`config.mk`:
```
export PLATFORM = sky130hd
export DESIGN_NAME = hamming74_secded_dec_flat
export DESIGN_NICKNAME = d
export VERILOG_FILES = /design/src/rtl/hamming74_secded_dec_if.sv /design/src/rtl/hamming74_secded_dec.sv /design/src/flat_wrapper.sv
export SDC_FILE = /design/constraint.sdc
export NUM_CORES = 1
export LEC_CHECK = 0
export CORE_MARGIN = 1.5
export CORE_UTILIZATION = 54
export CTS_CLUSTER_DIAMETER = 50
export CTS_CLUSTER_SIZE = 30
export DETAILED_ROUTE_END_ITERATION = 16
export DONT_BUFFER_PORTS = 1
export PLACE_DENSITY_LB_ADDON = 0.08
export SETUP_SLACK_MARGIN = 0.5
export SYNTH_ARGS = -nofsm -noshare
export SYNTH_HDL_FRONTEND = slang
export SYNTH_SLANG_ARGS = --single-unit
```
`constraint.sdc`:
```
create_clock -name i_clk -period 4.19 [get_ports i_clk]
set_clock_uncertainty 0.15 [all_clocks]
set_input_delay 0.6285 -clock i_clk [delete_from_list [all_inputs] [get_ports i_clk]]
set_output_delay 0.6285 -clock i_clk [all_outputs]
set_load 0.01 [all_outputs]
```
`src/rtl/hamming74_secded_dec_if.sv`:
```
// Handshake and status bundle for the Hamming(7,4) SECDED decoder.
// The slave modport is the decoder's view; the master modport is the surrounding logic's view.
interface hamming74_secded_dec_if #(
  parameter int CNT_W = 16
);
  logic             i_valid;
  logic             o_ready;
  logic [6:0]       i_hamming_code;
  logic             i_parity;
  logic             o_valid;
  logic             i_ready;
  logic [3:0]       o_data;
  logic             o_single_err;
  logic             o_double_err;
  logic [2:0]       o_err_pos;
  logic             i_cnt_clr;
  logic [CNT_W-1:0] o_sec_cnt;
  logic [CNT_W-1:0] o_ded_cnt;

  modport slave (
    input  i_valid, i_hamming_code, i_parity, i_ready, i_cnt_clr,
    output o_ready, o_valid, o_data, o_single_err, o_double_err, o_err_pos,
           o_sec_cnt, o_ded_cnt
  );

  modport master (
    output i_valid, i_hamming_code, i_parity, i_ready, i_cnt_clr,
    input  o_ready, o_valid, o_data, o_single_err, o_double_err, o_err_pos,
           o_sec_cnt, o_ded_cnt
  );
endinterface

```
`src/rtl/hamming74_secded_dec.sv`:
```
// Two-stage Hamming(7,4) SECDED decoder: stage 1 registers syndrome/parity, stage 2 the
// classified result. Valid/ready handshake with saturating single- and double-error counters.
module hamming74_secded_dec #(
  parameter int CNT_W = 16
) (
  input  logic                  i_clk,
  input  logic                  i_rst,
  hamming74_secded_dec_if.slave bus
);

  function automatic logic [6:0] flip_bit(input logic [6:0] c, input logic [2:0] s);
    logic [6:0] m;
    m = '0;
    if (s != 3'd0) m[s - 3'd1] = 1'b1;
    return c ^ m;
  endfunction

  function automatic logic [3:0] data_of(input logic [6:0] c);
    return {c[6], c[5], c[4], c[2]};
  endfunction

  function automatic logic [CNT_W-1:0] sat_inc(input logic [CNT_W-1:0] c);
    return (&c) ? c : c + CNT_W'(1);
  endfunction

  logic             vld_p1, vld_p2;
  logic [6:0]       code_p1;
  logic [2:0]       syn_p1;
  logic             perr_p1;
  logic [3:0]       data_p2;
  logic             sec_p2, ded_p2;
  logic [2:0]       pos_p2;
  logic [CNT_W-1:0] sec_cnt, ded_cnt;

  logic       adv, in_xfer, out_xfer;
  logic [2:0] syn_in;
  logic       perr_in;
  logic [3:0] nxt_data;
  logic       nxt_sec, nxt_ded;
  logic [2:0] nxt_pos;

  // Stage 2 frees up whenever it is empty or its word leaves this cycle.
  assign adv      = ~vld_p2 | bus.i_ready;
  assign in_xfer  = bus.i_valid & bus.o_ready;
  assign out_xfer = vld_p2 & bus.i_ready;

  always_comb begin
    syn_in[0] = bus.i_hamming_code[0] ^ bus.i_hamming_code[2] ^
                bus.i_hamming_code[4] ^ bus.i_hamming_code[6];
    syn_in[1] = bus.i_hamming_code[1] ^ bus.i_hamming_code[2] ^
                bus.i_hamming_code[5] ^ bus.i_hamming_code[6];
    syn_in[2] = bus.i_hamming_code[3] ^ bus.i_hamming_code[4] ^
                bus.i_hamming_code[5] ^ bus.i_hamming_code[6];
    perr_in   = (^bus.i_hamming_code) ^ bus.i_parity;
  end

  // ---- stage 1: code word, syndrome, overall parity ----
  always_ff @(posedge i_clk) begin
    if (in_xfer) begin
      code_p1 <= bus.i_hamming_code;
      syn_p1  <= syn_in;
      perr_p1 <= perr_in;
    end
  end

  // Parity mismatch means an odd error count (correctable); syndrome alone means double.
  always_comb begin
    nxt_data = perr_p1 ? data_of(flip_bit(code_p1, syn_p1)) : data_of(code_p1);
    nxt_sec  = perr_p1;
    nxt_ded  = ~perr_p1 & (syn_p1 != 3'd0);
    nxt_pos  = perr_p1 ? syn_p1 : 3'd0;
  end

  // ---- stage 2: classified result and counters ----
  always_ff @(posedge i_clk) begin
    if (i_rst) begin
      vld_p1  <= 1'b0;
      vld_p2  <= 1'b0;
      data_p2 <= '0;
      sec_p2  <= 1'b0;
      ded_p2  <= 1'b0;
      pos_p2  <= '0;
      sec_cnt <= '0;
      ded_cnt <= '0;
    end else begin
      vld_p1 <= in_xfer | (vld_p1 & ~adv);
      if (adv) begin
        vld_p2 <= vld_p1;
        if (vld_p1) begin
          data_p2 <= nxt_data;
          sec_p2  <= nxt_sec;
          ded_p2  <= nxt_ded;
          pos_p2  <= nxt_pos;
        end
      end
      if (bus.i_cnt_clr) begin
        sec_cnt <= '0;
        ded_cnt <= '0;
      end else if (out_xfer) begin
        if (sec_p2) sec_cnt <= sat_inc(sec_cnt);
        if (ded_p2) ded_cnt <= sat_inc(ded_cnt);
      end
    end
  end

  assign bus.o_ready      = ~vld_p1 | ~vld_p2 | bus.i_ready;
  assign bus.o_valid      = vld_p2;
  assign bus.o_data       = data_p2;
  assign bus.o_single_err = sec_p2;
  assign bus.o_double_err = ded_p2;
  assign bus.o_err_pos    = pos_p2;
  assign bus.o_sec_cnt    = sec_cnt;
  assign bus.o_ded_cnt    = ded_cnt;

endmodule

```
`src/flat_wrapper.sv`:
```
// flat-port wrapper written by rule: the top's interface ports become plain ports
module hamming74_secded_dec_flat 
#(
  parameter int CNT_W = 16
)
  (i_clk, i_rst, bus_i_valid, bus_i_hamming_code, bus_i_parity, bus_i_ready, bus_i_cnt_clr, bus_o_ready, bus_o_valid, bus_o_data, bus_o_single_err, bus_o_double_err, bus_o_err_pos, bus_o_sec_cnt, bus_o_ded_cnt);
  hamming74_secded_dec_if #(.CNT_W(CNT_W)) bus_i ();
  input  logic i_clk;
  input  logic i_rst;
  input wire logic [$bits(bus_i.i_valid)-1:0] bus_i_valid;
  input wire logic [$bits(bus_i.i_hamming_code)-1:0] bus_i_hamming_code;
  input wire logic [$bits(bus_i.i_parity)-1:0] bus_i_parity;
  input wire logic [$bits(bus_i.i_ready)-1:0] bus_i_ready;
  input wire logic [$bits(bus_i.i_cnt_clr)-1:0] bus_i_cnt_clr;
  output wire logic [$bits(bus_i.o_ready)-1:0] bus_o_ready;
  output wire logic [$bits(bus_i.o_valid)-1:0] bus_o_valid;
  output wire logic [$bits(bus_i.o_data)-1:0] bus_o_data;
  output wire logic [$bits(bus_i.o_single_err)-1:0] bus_o_single_err;
  output wire logic [$bits(bus_i.o_double_err)-1:0] bus_o_double_err;
  output wire logic [$bits(bus_i.o_err_pos)-1:0] bus_o_err_pos;
  output wire logic [$bits(bus_i.o_sec_cnt)-1:0] bus_o_sec_cnt;
  output wire logic [$bits(bus_i.o_ded_cnt)-1:0] bus_o_ded_cnt;
  assign bus_i.i_valid = bus_i_valid;
  assign bus_i.i_hamming_code = bus_i_hamming_code;
  assign bus_i.i_parity = bus_i_parity;
  assign bus_i.i_ready = bus_i_ready;
  assign bus_i.i_cnt_clr = bus_i_cnt_clr;
  assign bus_o_ready = bus_i.o_ready;
  assign bus_o_valid = bus_i.o_valid;
  assign bus_o_data = bus_i.o_data;
  assign bus_o_single_err = bus_i.o_single_err;
  assign bus_o_double_err = bus_i.o_double_err;
  assign bus_o_err_pos = bus_i.o_err_pos;
  assign bus_o_sec_cnt = bus_i.o_sec_cnt;
  assign bus_o_ded_cnt = bus_i.o_ded_cnt;
  hamming74_secded_dec #(.CNT_W(CNT_W)) u_core (.i_clk(i_clk), .i_rst(i_rst), .bus(bus_i));
endmodule
```
======== Word-level counts from Yosys, hierarchy flattened ========
Cells that the tools add are included.
operators by class
  $add $sub $neg .......................... 3
  multipliers ............................. 0
  divide/modulo/power cells ............... 0
  magnitude comparators ................... 2
  equality and inequality tests ........... 0
  shift operators ......................... 0
  mux-type cells .......................... 5
  bitwise logic cells ..................... 25
  reduce and logical (&&, ||, !) cells .... 9
operator list
  cell                     number
  $add A16 B1 Y16 const B  2
  $reduce_and A16 Y1       2
  $xor A1 B1 Y1            10
  $mux W7                  1
  $reduce_xor A7 Y1        1
  $xor A7 B7 Y7            1
  $not A1 Y1               6
  $reduce_and A3 Y1        2
  $and A1 B1 Y1            4
  $lt A3 B4 Y1 const B     1
  $mux W4                  1
  $or A1 B1 Y1             4
  $demux W1 S3             1
  $ge A3 B1 Y1 const B     1
  $mux W3                  1
  $reduce_bool A3 Y1       1
  $sub A3 B1 Y3 const B    1
  $reduce_and A2 Y1        1
  $reduce_or A2 Y1         1
  $logic_and A1 B1 Y1      1
  $mux W1                  1
word-level totals
  flip-flop bits (word level) ............. 54
  latch bits .............................. 0
  RAM bits ................................ 0
  memory bits (read-only) ................. 0
  memories ................................ 0

======== Depth between registers and ports, before layout ========
  depth after elaboration ................. 8
  depth in mapped cells ................... 7
  gate-level depth less buffers ........... 6

======== Worst setup path before layout ========
Ideal clock, no wire load.
  path kind ............................... reg2reg
  from .................................... reg u_core.ded_cnt[0], in the netlist u_core.bus.o_ded_cnt[0]
  to ...................................... reg u_core.ded_cnt[12], in the netlist u_core.bus.o_ded_cnt[12]
  library setup time ...................... 0.135 ns
  arrival ................................. 1.773 ns
  path slack .............................. 2.132 ns
  cell stages (with the launch flop) ...... 7
  path buffers ............................ 1
  period minus slack after synthesis ...... 2.058 ns
  path through ............................ dfxtp_1 -> ha_1 -> and4_1 -> clkbuf_1 -> nand4_1 -> o311ai_0 -> o41ai_1
between the ends
  longest elaborated chain between the ends .. 3
  elaborated cells on any way between the ends .. 4
ends and longest elaborated chain
  what                                                     RTL line                     text
  start, declared                                          hamming74_secded_dec.sv:33   logic [CNT_W-1:0] sec_cnt, ded_cnt;
  start signal, assigned                                   hamming74_secded_dec.sv:101  if (ded_p2) ded_cnt <= sat_inc(ded_cnt);
  branches (longest 3 deep; another with $add A16 B1 Y16)  n/a
Several ways; the timed one is not identified.
A chain may end at the register's enable or synchronous reset.

======== Worst setup path in the final report ========
  from .................................... reg u_core.sec_cnt[0], in the netlist u_core.bus.o_sec_cnt[0]
  to ...................................... reg u_core.sec_cnt[5], in the netlist u_core.bus.o_sec_cnt[5]
between the ends
  longest elaborated chain between the ends .. 3
  elaborated cells on any way between the ends .. 4
ends and longest elaborated chain
  what                                                     RTL line                     text
  start, declared                                          hamming74_secded_dec.sv:33
  start signal, assigned                                   hamming74_secded_dec.sv:100  if (sec_p2) sec_cnt <= sat_inc(sec_cnt);
  branches (longest 3 deep; another with $add A16 B1 Y16)  n/a
Several ways; the timed one is not identified.

==> run summary <==
critical-path cell list -> ha_1 > nand4_1 > nor4_2 > buf_4 > or4_1 > a21oi_1
Die Ht -> 72.1 um
sequential share of the synthesized area -> 42.7%
Die ar. -> 5200 sq um
CTS root buf -> clkbuf_8
max incr delay on CP -> 720 ps
RSZ-0062 raised after global routing -> no
Worst Path Buf+Inv -> 1
Final setup viols -> 0
Worst-path clk slew -> 90 ps
Clock Tree Buf Depth -> 2
Post-route DRC -> 0
Area Growth Syn to Fin -> 4.36%
largest net degree at the start of global routing -> 30
Tmin final -> 2310 ps
Max Freq -> 0.433 GHz
post-route insts no fill -> 336
DPL Wire Length -> 3910 um
setup repair bufs after CTS -> 0
Post-Synthesis Cells -> 288
Reg area -> 1100 sq um
hold buffer count at cts -> 0
starting density of the core -> 57.7%
1st-pass router iterations -> 4
GRT overflow -> 0
most frequent cell after synthesis -> dfxtp_1
core area -> 4470 sq um
Worst Tran Pin Value -> 783 ps
Yosys warning count -> 0
status -> finished, final reports clean
Netlist cell types -> 47
Slowest-stage cell, CP -> nor4_2
H-tree depth reported by CTS -> 2
CP max FO -> 11
CP Capture Type -> flip-flop
Synth Flop Type -> dfxtp_1
Max-cap violations -> 0
global-route wire length before repair -> 8900 um
CP required -> 4220 ps
IO buf count -> 0
Post-Place Cells -> 328
synth cell count leaders -> dfxtp_1 (43), a21oi_1 (29), nand2_1 (26)
Antenna diodes -> 0
fin nets -> 300
CTS tree -> yes
Syn Nets -> 305
Detailed Route Iter0 Violations -> 81
mapped cell area -> 2580 sq um
setup tns final -> 0 ps
Slew headroom -> 47.6%
Yosys reg bits -> 51
# clock sinks -> 51
Final Hold Viols -> 0
CP Launch Type -> flip-flop
antenna violations before repair -> 0
multi-input combinational cell area -> 1400 sq um
PwrDens -> 334 nW/um^2
Post-synth EDFFs -> 8
chip width -> 72.1 um
hold crit path type -> in -> reg
I/O pins -> 56
via count -> 2208
Layout fillers -> 405
Async SR Flop Fraction -> 0%
vias in the first global route -> 1955
Leak Pwr -> 0.825 nW
largest delay contributor family on the critical path -> simple AND/OR/NAND/NOR gates
CTS Buf Count -> 5
post-cts resize count -> 0
Via density -> 6.57
Max IR drop VDD -> 0.207 mV
Arr. time, crit path -> 2340 ps
mean post-synth cell area -> 8.96 sq um
Total Power -> 900 uW
final max-slew violation count -> 0
top cells by area, synth -> dfxtp_1 (33%), edfxtp_1 (9.3%), a21oi_1 (5.6%), nand2_1 (3.8%), o31ai_1 (3.8%)
share of cells above drive strength 1 -> 7.04%
Yosys top cell area share -> 33.3%
leading area contributor after synthesis -> dfxtp_1
Avg WL per Cell -> 16.0 um
antenna viol nets, final -> 0
final WL -> 5390 um
Worst-Skew Late Latency -> 310 ps
Setup CP Type -> reg -> reg
gp weighted congestion -> 0.905
Tot GR Track Use -> 21.6%
FP Rows -> 24
Final Cycle Share -> 55.1%
-- report_power, final --
group / switching, mW / internal [mW]
combinational: 0.0393 / 0.0285
clock: 0.161 / 0.136
sequential: 0.0198 / 0.516
total: 0.220 / 0.680
-- worst reg2reg max path: cells and delay by family (launching register included) --
| kind | cells | cell delay (ps) |
|---|---|---|
| adders and majority gates | 1 | 220 |
| buffers and inverters | 1 | 290 |
| AOI/OAI and AO/OA | 1 | 60 |
| and+or+nand+nor | 3 | 1010 |
| DFF | 1 | 450 |
-- per-layer routing --
layer	vias up	track usage, %	wire length [um]
li1	1105	-	-
met1	1032	27.4	2420
met2	60	34.3	2530
met3	11	6.67	314
met4	0	9.01	114
met5	-	0	0
-- stage by stage --
stage / setup WS (ps) / cell area, sq um / utilization [%] / hold WS [ps]
finish: 1880 / 2690 / 60.2 / 225
global route: 1670 / 2690 / 60.2 / 212
CTS: 1880 / 2690 / 60.2 / 221
detailed placement: 1930 / 2600 / 58.1 / 343
global placement: 1970 / 2600 / 58.1 / 339
floorplan: 2130 / 2580 / - / 326
-- cell families after synthesis --
family                   synth area share, %
multiplexers                           0.388
buffers and inverters                   3.39
AND/OR/NAND/NOR                         28.4
AO/OA/AOI/OAI                           18.9
adder cells (fa/ha/maj)                 1.94
XOR/XNOR                                4.41
flip-flops                              42.7
-- path summary, 6_finish.rpt --
check / start / endpoint / slack [ps] / cells after the start
setup / recovery: u_core.bus.o_sec_cnt[0]$_SDFFE_PP0P_ / u_core.bus.o_sec_cnt[5]$_SDFFE_PP0P_ / 1880 / 6
hold / removal: i_rst / u_core.bus.o_single_err$_SDFFE_PP0P_ / 220 / 1
setup reg to reg: u_core.bus.o_sec_cnt[0]$_SDFFE_PP0P_ / u_core.bus.o_sec_cnt[5]$_SDFFE_PP0P_ / 1880 / 6
hold reg to reg: u_core.bus.o_err_pos[1]$_SDFFE_PP0P_ / u_core.bus.o_err_pos[1]$_SDFFE_PP0P_ / 350 / 2
-- layout by cell type (no fill, tap or decap), drive strengths merged, types with 3 or more instances in the layout --
master / instances
a21oi: 29
nor3: 7
nand3: 17
nand2: 26
ha: 4
nor4: 5
nor2: 14
xnor2: 9
o311ai: 3
nor2b: 3
dfxtp: 43
clkbuf: 7
or4: 14
edfxtp: 8
and3: 4
xor2: 4
and4: 6
o41ai: 5
o21ai: 8
a211oi: 6
nand4: 9
or3: 10
o31ai: 13
inv: 7
-- registers in the layout, indices dropped and copies added (netlist names) --
register                 flops
u_core.vld_p1                1
u_core.bus.o_sec_cnt        16
u_core.nxt_sec               1
u_core.bus.o_data            4
u_core.bus.o_err_pos         3
u_core.bus.o_valid           1
u_core.code_p1               4
u_core.bus.o_single_err      1
u_core.bus.o_double_err      1
u_core.syn_p1                3
u_core.bus.o_ded_cnt        16
-- final cells by class --
cell class | count | share of cell area (%)
Clock buffer | 7 | 3.20
Tap cell | 52 | 2.42
Inverter | 7 | 0.975
Sequential cell | 51 | 40.9
Clock inverter | 1 | 0.325
Timing Repair Buffer | 1 | 0.279
Multi-Input combinational cell | 217 | 51.9
Power figures use the tool's default switching activity.
